File: config.mk
export PLATFORM = sky130hd
export DESIGN_NAME = mult_div_unit_flat
export DESIGN_NICKNAME = d
export VERILOG_FILES = /design/src/rtl/mult_div_unit_pkg.sv /design/src/rtl/mult_div_unit_if.sv /design/src/rtl/mdu_core.sv /design/src/rtl/mult_div_unit.sv /design/src/flat_wrapper.sv
export SDC_FILE = /design/constraint.sdc
export NUM_CORES = 1
export LEC_CHECK = 0
export BUFFER_PORTS_ARGS = -buffer_cell sky130_fd_sc_hd__clkbuf_2
export CAP_MARGIN = 20
export CORE_MARGIN = 4
export CORE_UTILIZATION = 35
export CTS_BUF_LIST = sky130_fd_sc_hd__clkbuf_8
export CTS_CLUSTER_DIAMETER = 100
export DETAILED_ROUTE_END_ITERATION = 10
export PLACE_DENSITY = 0.58
export SYNTH_ARGS = -nofsm -noshare
export SYNTH_HDL_FRONTEND = slang
export SYNTH_SLANG_ARGS = --single-unit
File: constraint.sdc
create_clock -name clk -period 6.3 [get_ports clk]
set_input_delay 0.945 -clock clk [delete_from_list [all_inputs] [get_ports clk]]
set_output_delay 0.945 -clock clk [all_outputs]
set_load 0.01 [all_outputs]
File: src/rtl/mult_div_unit_pkg.sv
// Shared definitions for the HI/LO multiply-divide unit: op encodings, FSM states
// and iteration count.
package mult_div_unit_pkg;

    typedef enum logic [2:0] {
        OpNop    = 3'b000,
        OpMult   = 3'b001,
        OpMultu  = 3'b010,
        OpDiv    = 3'b011,
        OpDivu   = 3'b100,
        OpMthi   = 3'b101,
        OpMtlo   = 3'b110,
        OpMfhilo = 3'b111
    } mdOp_e;

    typedef enum logic [1:0] {
        StIdle,
        StRun,
        StFix
    } mdState_e;

    localparam int unsigned MdIters = 32;

    function automatic logic isIterOp(input logic [2:0] op);
        return op inside {OpMult, OpMultu, OpDiv, OpDivu};
    endfunction

endpackage

File: src/rtl/mult_div_unit_if.sv
// Execute-stage connection between the pipeline and the multiply-divide unit.
interface mult_div_unit_if;

    logic [2:0]  MdOpE;
    logic        MdSelHiE;
    logic [31:0] SrcAE;
    logic [31:0] SrcBE;
    logic        MdStallE;
    logic [31:0] HiLoOutE;
    logic        MdBusy;

    modport master (
        output MdOpE, MdSelHiE, SrcAE, SrcBE,
        input  MdStallE, HiLoOutE, MdBusy
    );

    modport slave (
        input  MdOpE, MdSelHiE, SrcAE, SrcBE,
        output MdStallE, HiLoOutE, MdBusy
    );

endinterface

File: src/rtl/mdu_core.sv
// Iterative datapath: shift-add multiply / restoring divide on unsigned magnitudes,
// with sign correction of the final accumulator.
module mdu_core
    import mult_div_unit_pkg::*;
(
    input  logic        clk,
    input  logic        rst_n,
    input  logic        load,
    input  logic        step,
    input  logic [2:0]  op,
    input  logic [31:0] srcA,
    input  logic [31:0] srcB,
    output logic [31:0] resHi,
    output logic [31:0] resLo
);

    logic [63:0] acc, accNext;
    logic [31:0] opnd;
    logic        signA, signB, isDiv;

    logic        loadSigned, loadDiv, negA, negB;
    logic [31:0] magA, magB;
    logic [32:0] mulSum;
    logic [33:0] divDiff;
    logic [63:0] prod;
    logic        negQuot;

    always_comb begin
        loadSigned = (op == OpMult) || (op == OpDiv);
        loadDiv    = (op == OpDiv) || (op == OpDivu);
        negA       = loadSigned && srcA[31];
        negB       = loadSigned && srcB[31];
        magA       = negA ? -srcA : srcA;
        magB       = negB ? -srcB : srcB;
    end

    // acc = {partial product, multiplier} for multiply, {remainder, quotient} for divide
    always_comb begin
        mulSum  = {1'b0, acc[63:32]} + (acc[0] ? {1'b0, opnd} : 33'd0);
        divDiff = {1'b0, acc[63:31]} - {2'b00, opnd};
        accNext = acc;
        if (isDiv) begin
            if (!divDiff[33]) accNext = {divDiff[31:0], acc[30:0], 1'b1};
            else              accNext = {acc[62:0], 1'b0};
        end else begin
            accNext = {mulSum, acc[31:1]};
        end
    end

    always_ff @(posedge clk) begin
        if (!rst_n) begin
            acc   <= '0;
            opnd  <= '0;
            signA <= 1'b0;
            signB <= 1'b0;
            isDiv <= 1'b0;
        end else if (load) begin
            acc   <= {32'd0, loadDiv ? magA : magB};
            opnd  <= loadDiv ? magB : magA;
            signA <= negA;
            signB <= negB;
            isDiv <= loadDiv;
        end else if (step) begin
            acc <= accNext;
        end
    end

    // Zero divisor keeps the all-ones quotient; the remainder already equals the dividend.
    always_comb begin
        prod    = (signA ^ signB) ? -acc : acc;
        negQuot = (signA ^ signB) && (opnd != '0);
        if (isDiv) begin
            resLo = negQuot ? -acc[31:0] : acc[31:0];
            resHi = signA ? -acc[63:32] : acc[63:32];
        end else begin
            resLo = prod[31:0];
            resHi = prod[63:32];
        end
    end

endmodule

File: src/rtl/mult_div_unit.sv
// HI/LO multiply-divide unit: FSM, iteration counter, HI/LO registers and stall logic
// around the mdu_core datapath.
module mult_div_unit
    import mult_div_unit_pkg::*;
(
    input  logic            clk,
    input  logic            rst_n,
    mult_div_unit_if.slave  md
);

    mdState_e    state, stateNext;
    logic [5:0]  cnt;
    logic [31:0] hi, lo;
    logic [31:0] resHi, resLo;
    logic        accept, load, step;

    assign md.MdBusy   = (state != StIdle);
    assign md.MdStallE = md.MdBusy && (md.MdOpE != OpNop);
    assign md.HiLoOutE = (md.MdOpE == OpMfhilo) ? (md.MdSelHiE ? hi : lo) : '0;

    assign accept = (md.MdOpE != OpNop) && !md.MdStallE;
    assign load   = accept && isIterOp(md.MdOpE);
    assign step   = (state == StRun);

    mdu_core core (
        .clk   (clk),
        .rst_n (rst_n),
        .load  (load),
        .step  (step),
        .op    (md.MdOpE),
        .srcA  (md.SrcAE),
        .srcB  (md.SrcBE),
        .resHi (resHi),
        .resLo (resLo)
    );

    always_comb begin
        stateNext = state;
        case (state)
            StIdle:  if (load) stateNext = StRun;
            StRun:   if (cnt == 6'(MdIters - 1)) stateNext = StFix;
            StFix:   stateNext = StIdle;
            default: stateNext = StIdle;
        endcase
    end

    always_ff @(posedge clk) begin
        if (!rst_n) state <= StIdle;
        else        state <= stateNext;
    end

    always_ff @(posedge clk) begin
        if (!rst_n) begin
            cnt <= '0;
            hi  <= '0;
            lo  <= '0;
        end else begin
            if (load)      cnt <= '0;
            else if (step) cnt <= cnt + 6'd1;

            if (state == StFix) begin
                hi <= resHi;
                lo <= resLo;
            end else if (accept) begin
                if (md.MdOpE == OpMthi) hi <= md.SrcAE;
                if (md.MdOpE == OpMtlo) lo <= md.SrcAE;
            end
        end
    end

endmodule
File: src/flat_wrapper.sv
// flat-port wrapper written by rule: the top's interface ports become plain ports
module mult_div_unit_flat import mult_div_unit_pkg::*;
  (clk, rst_n, md_MdOpE, md_MdSelHiE, md_SrcAE, md_SrcBE, md_MdStallE, md_HiLoOutE, md_MdBusy);
  mult_div_unit_if md_i ();
  input  logic clk;
  input  logic rst_n;
  input wire logic [$bits(md_i.MdOpE)-1:0] md_MdOpE;
  input wire logic [$bits(md_i.MdSelHiE)-1:0] md_MdSelHiE;
  input wire logic [$bits(md_i.SrcAE)-1:0] md_SrcAE;
  input wire logic [$bits(md_i.SrcBE)-1:0] md_SrcBE;
  output wire logic [$bits(md_i.MdStallE)-1:0] md_MdStallE;
  output wire logic [$bits(md_i.HiLoOutE)-1:0] md_HiLoOutE;
  output wire logic [$bits(md_i.MdBusy)-1:0] md_MdBusy;
  assign md_i.MdOpE = md_MdOpE;
  assign md_i.MdSelHiE = md_MdSelHiE;
  assign md_i.SrcAE = md_SrcAE;
  assign md_i.SrcBE = md_SrcBE;
  assign md_MdStallE = md_i.MdStallE;
  assign md_HiLoOutE = md_i.HiLoOutE;
  assign md_MdBusy = md_i.MdBusy;
  mult_div_unit u_core (.clk(clk), .rst_n(rst_n), .md(md_i));
endmodule
==> impl_metrics.yaml <==
outcome:
  status: "finished, final reports clean"
detailed_routing:
  via_per_inst: 6.11
  detail-route-antenna-nets: 0
  detail_route.wl_per_cell_um: 23.2
  drt_iter0_markers: 1842
  wl_mm: 62.0
  first_pass_iters: 6
  drc: 0
  num_vias: 16300
global_routing:
  grt_pass1_wl_mm: 93.1
  grt_usage_pct: 25.4
  grt_pass1_vias: 15100
  antenna_found_initial: 4
  overflow: 0
  grt_max_degree: 74
yosys:
  synthArstFlopShare_pct: 0
  ys_ff_latch: 171
  synth_flop_cell: "dfxtp_1"
  synthCells: 2066
  yosysTopAreaCell: "dfxtp_1"
  synth_edf_count: 0
  ys_top_cells_by_area: "dfxtp_1 (22%), mux2i_1 (6.0%), ha_1 (5.7%)"
  synth_area_per_cell_sq_um: 7.37
  yosys_warnings: 0
  synth_nets: 2207
  yosys.cell_types.count: 73
  ys_seq_area_share_pct: 22.5
  synth_top_area_share_pct: 22.5
  synthesis.area_sq_um: 15200
critical_path:
  cp-start-kind: "flip-flop"
  crit_required_ps: 6690
  arrival_ps: 5130
  end_kind: "flip-flop"
  rrSetupSlack_ps: 1560
  path_cells: "inv_1 > buf_4 > nor2_1 > fa_1 > a21o_1 > a31o_2 > a22oi_1 > o2111ai_1 > a2111oi_0 > o31ai_1 > a221o_1 > xnor2_1 > a2111oi_0"
  r2r_cells: 13
  r2r_end: "u_core.core.acc[59]$_SDFFE_PP0P_"
  r2r_start: "u_core.core.acc[0]$_SDFFE_PN0P_"
  cp-endpoint: "u_core.core.acc[59]$_SDFFE_PP0P_"
  slowest_delay_ps: 950
  crit_start: "u_core.core.acc[0]$_SDFFE_PN0P_"
  crit_path_frequent_cell: "a2111oi_0"
  crit_type: "flip-flop to flip-flop"
  slowest_stage: "a2111oi_0"
  crit_fanout: 32
clocking:
  postCtsSetupBuffers: 0
  htree_levels: 4
  cts_made_buffers: 17
  hold_buffers: 0
  cts_resized: 0
  clk_pin_slew_worst_paths_ps: 100
  root_buffer: "clkbuf_8"
  clockBufferDepth: 2
  tritoncts: "built"
  clk_latency_ps: 510
  clock-sinks: 171
final_layout:
  multiInputGateArea_sq_um: 11000
  final_core_util_pct: 38.5
  fillers: 4556
  fin_area_sq_um: 16600
  area_growth_pct: 9.03
  regArea_sq_um: 3430
  nNetsFinal: 2212
  drive_above_1_share_pct: 9.40
floorplan:
  dieArea_sq_um: 46900
  rows: 76
  core_sq_um: 43100
  die_w_um: 217
  initial_utilization_pct: 35.3
  num_io_pins: 104
  die_h_um: 217
timing:
  fin_crit_ps: 4740
  tns_ps: 0
  worst_slew_pin_slew_ps: 1190
  clock.fmax_mhz: 211
  setup_viol: 0
  relSlewSlack_pct: 20.7
  finalCritPeriodShare_pct: 75.3
  drv_slew: 0
  hold_viol: 0
  rsz0062_at_grt: "false"
  finalClockSkew_ps: 15.5
power:
  p_per_area_nw_per_um2: 216
  ir_drop_mv: 0.128
  p_total_mw: 3.59
  p_leak_nw: 6.57
placed_design:
  dp_hpwl_mm: 47.4
  finalWeightedCongestion: 0.992
  io_buffers: 103
  placed_cell_area_sq_um: 16100
run:
  maxCapViolations: 0
worst_hold_path:
  hold_path.class: "flip-flop to flip-flop"
  hold_path_depth: 2
## cells in the mapped netlist (all sizes together) (24+ instances only)
master / number
o22ai: 30
o31ai: 24
or3: 29
dfxtp: 171
o211ai: 47
xnor2: 95
nor2b: 47
a21o: 31
ha: 69
clkbuf: 119
mux2i: 91
inv: 66
nor2: 219
nand3: 39
a222oi: 31
xor2: 81
nand2: 208
nor3: 37
o21ai: 139
a21boi: 32
a21oi: 156
## state kept, by name (all words and copies together) (netlist names)
signal,count
u_core.cnt,6
u_core.core.acc,64
u_core.core.isDiv,1
u_core.core.opnd,32
u_core.core.signA,1
u_core.core.signB,1
u_core.hi,32
u_core.lo,32
u_core.state,2
## metrics by stage
step	cells	hold slack, ps	worst slack [ps]
final	2672	467	1560
after global routing	2669	480	1360
after CTS	2667	468	1590
after detailed placement	2635	443	1640
after global placement	2635	440	1660
after floorplan	2066	426	2710
## layout by cell type, fill, tap and decap left out, types with 20 or more instances in the layout
master / Yosys / routed
clkbuf_2: 0 / 103
xnor2_1: 95 / 95
clkbuf_8: 0 / 20
a31oi_1: 21 / 20
mux2i_1: 91 / 91
a21o_1: 31 / 31
a211oi_1: 23 / 23
inv_1: 66 / 67
o22ai_1: 30 / 30
a21oi_1: 156 / 156
ha_1: 69 / 69
nor3_1: 37 / 37
nor2_1: 219 / 215
o31ai_1: 23 / 23
o211ai_1: 47 / 47
or3_1: 29 / 29
dfxtp_1: 171 / 170
o21ai_0: 133 / 133
buf_4: 0 / 22
a21boi_0: 32 / 32
a222oi_1: 31 / 31
nor2b_1: 47 / 45
nand3_1: 39 / 38
xor2_1: 81 / 81
nand2_1: 208 / 208
## cell families (layout without fill, tap and decap cells)
kind of cell	Yosys count	after routing	share of synthesized area, %
mux	97	97	6.43
simple gates	693	693	21.5
other cells	0	3	0
fa+ha+maj	71	71	5.93
buf+inv	208	226	5.24
compound gates	650	650	28.3
xor+xnor	176	176	10.1
flops	171	171	22.5
## area by class of cell
class                   count  area share [%]
diodes                      3          0.0452
clock buffers              20            1.66
clock inverters            12           0.837
inverters                  67            1.52
multi-input cells        1687            66.6
flip-flops and latches    171            20.6
well taps                 585            4.41
repair buffers            127            4.32
## worst min-delay path by stage
| stage | endpoint | start |
|---|---|---|
| 2_1_floorplan | u_core.core.opnd[23]$_SDFFE_PN0P_ | u_core.core.opnd[23]$_SDFFE_PN0P_ |
| 3_3_place_gp | u_core.core.opnd[23]$_SDFFE_PN0P_ | u_core.core.opnd[23]$_SDFFE_PN0P_ |
| 3_5_place_dp | u_core.core.opnd[23]$_SDFFE_PN0P_ | u_core.core.opnd[23]$_SDFFE_PN0P_ |
| 4_1_cts | u_core.core.opnd[26]$_SDFFE_PN0P_ | u_core.core.opnd[26]$_SDFFE_PN0P_ |
| 5_1_grt | u_core.core.opnd[26]$_SDFFE_PN0P_ | u_core.core.opnd[26]$_SDFFE_PN0P_ |
| 6_report | u_core.core.opnd[26]$_SDFFE_PN0P_ | u_core.core.opnd[26]$_SDFFE_PN0P_ |
## critical path, delay by kind of cell, from the launching register on
family                     cells  cell delay [ps]
buffers and inverters          2              400
xor gates and xnor gates       1              140
DFF                            1              380
adders and majority gates      1              440
AOI/OAI and AO/OA              8             3140
and+or+nand+nor                1              130
## report_power, final
part           internal (mW)  switching (mW)  total, mW
Sequential              1.15           0.124       1.28
Clock                  0.388           0.458      0.846
Combinational          0.521           0.945       1.47
## routing by layer
metal | GRT usage (%) | vias up | wire length [um]
met3 | 4.05 | 138 | 5000
met5 | 0 | - | 0
met1 | 34.0 | 7879 | 26600
met4 | 11.6 | 0 | 2920
li1 | - | 7546 | -
met2 | 40.1 | 758 | 27400
(Power assumes the default switching activity.)
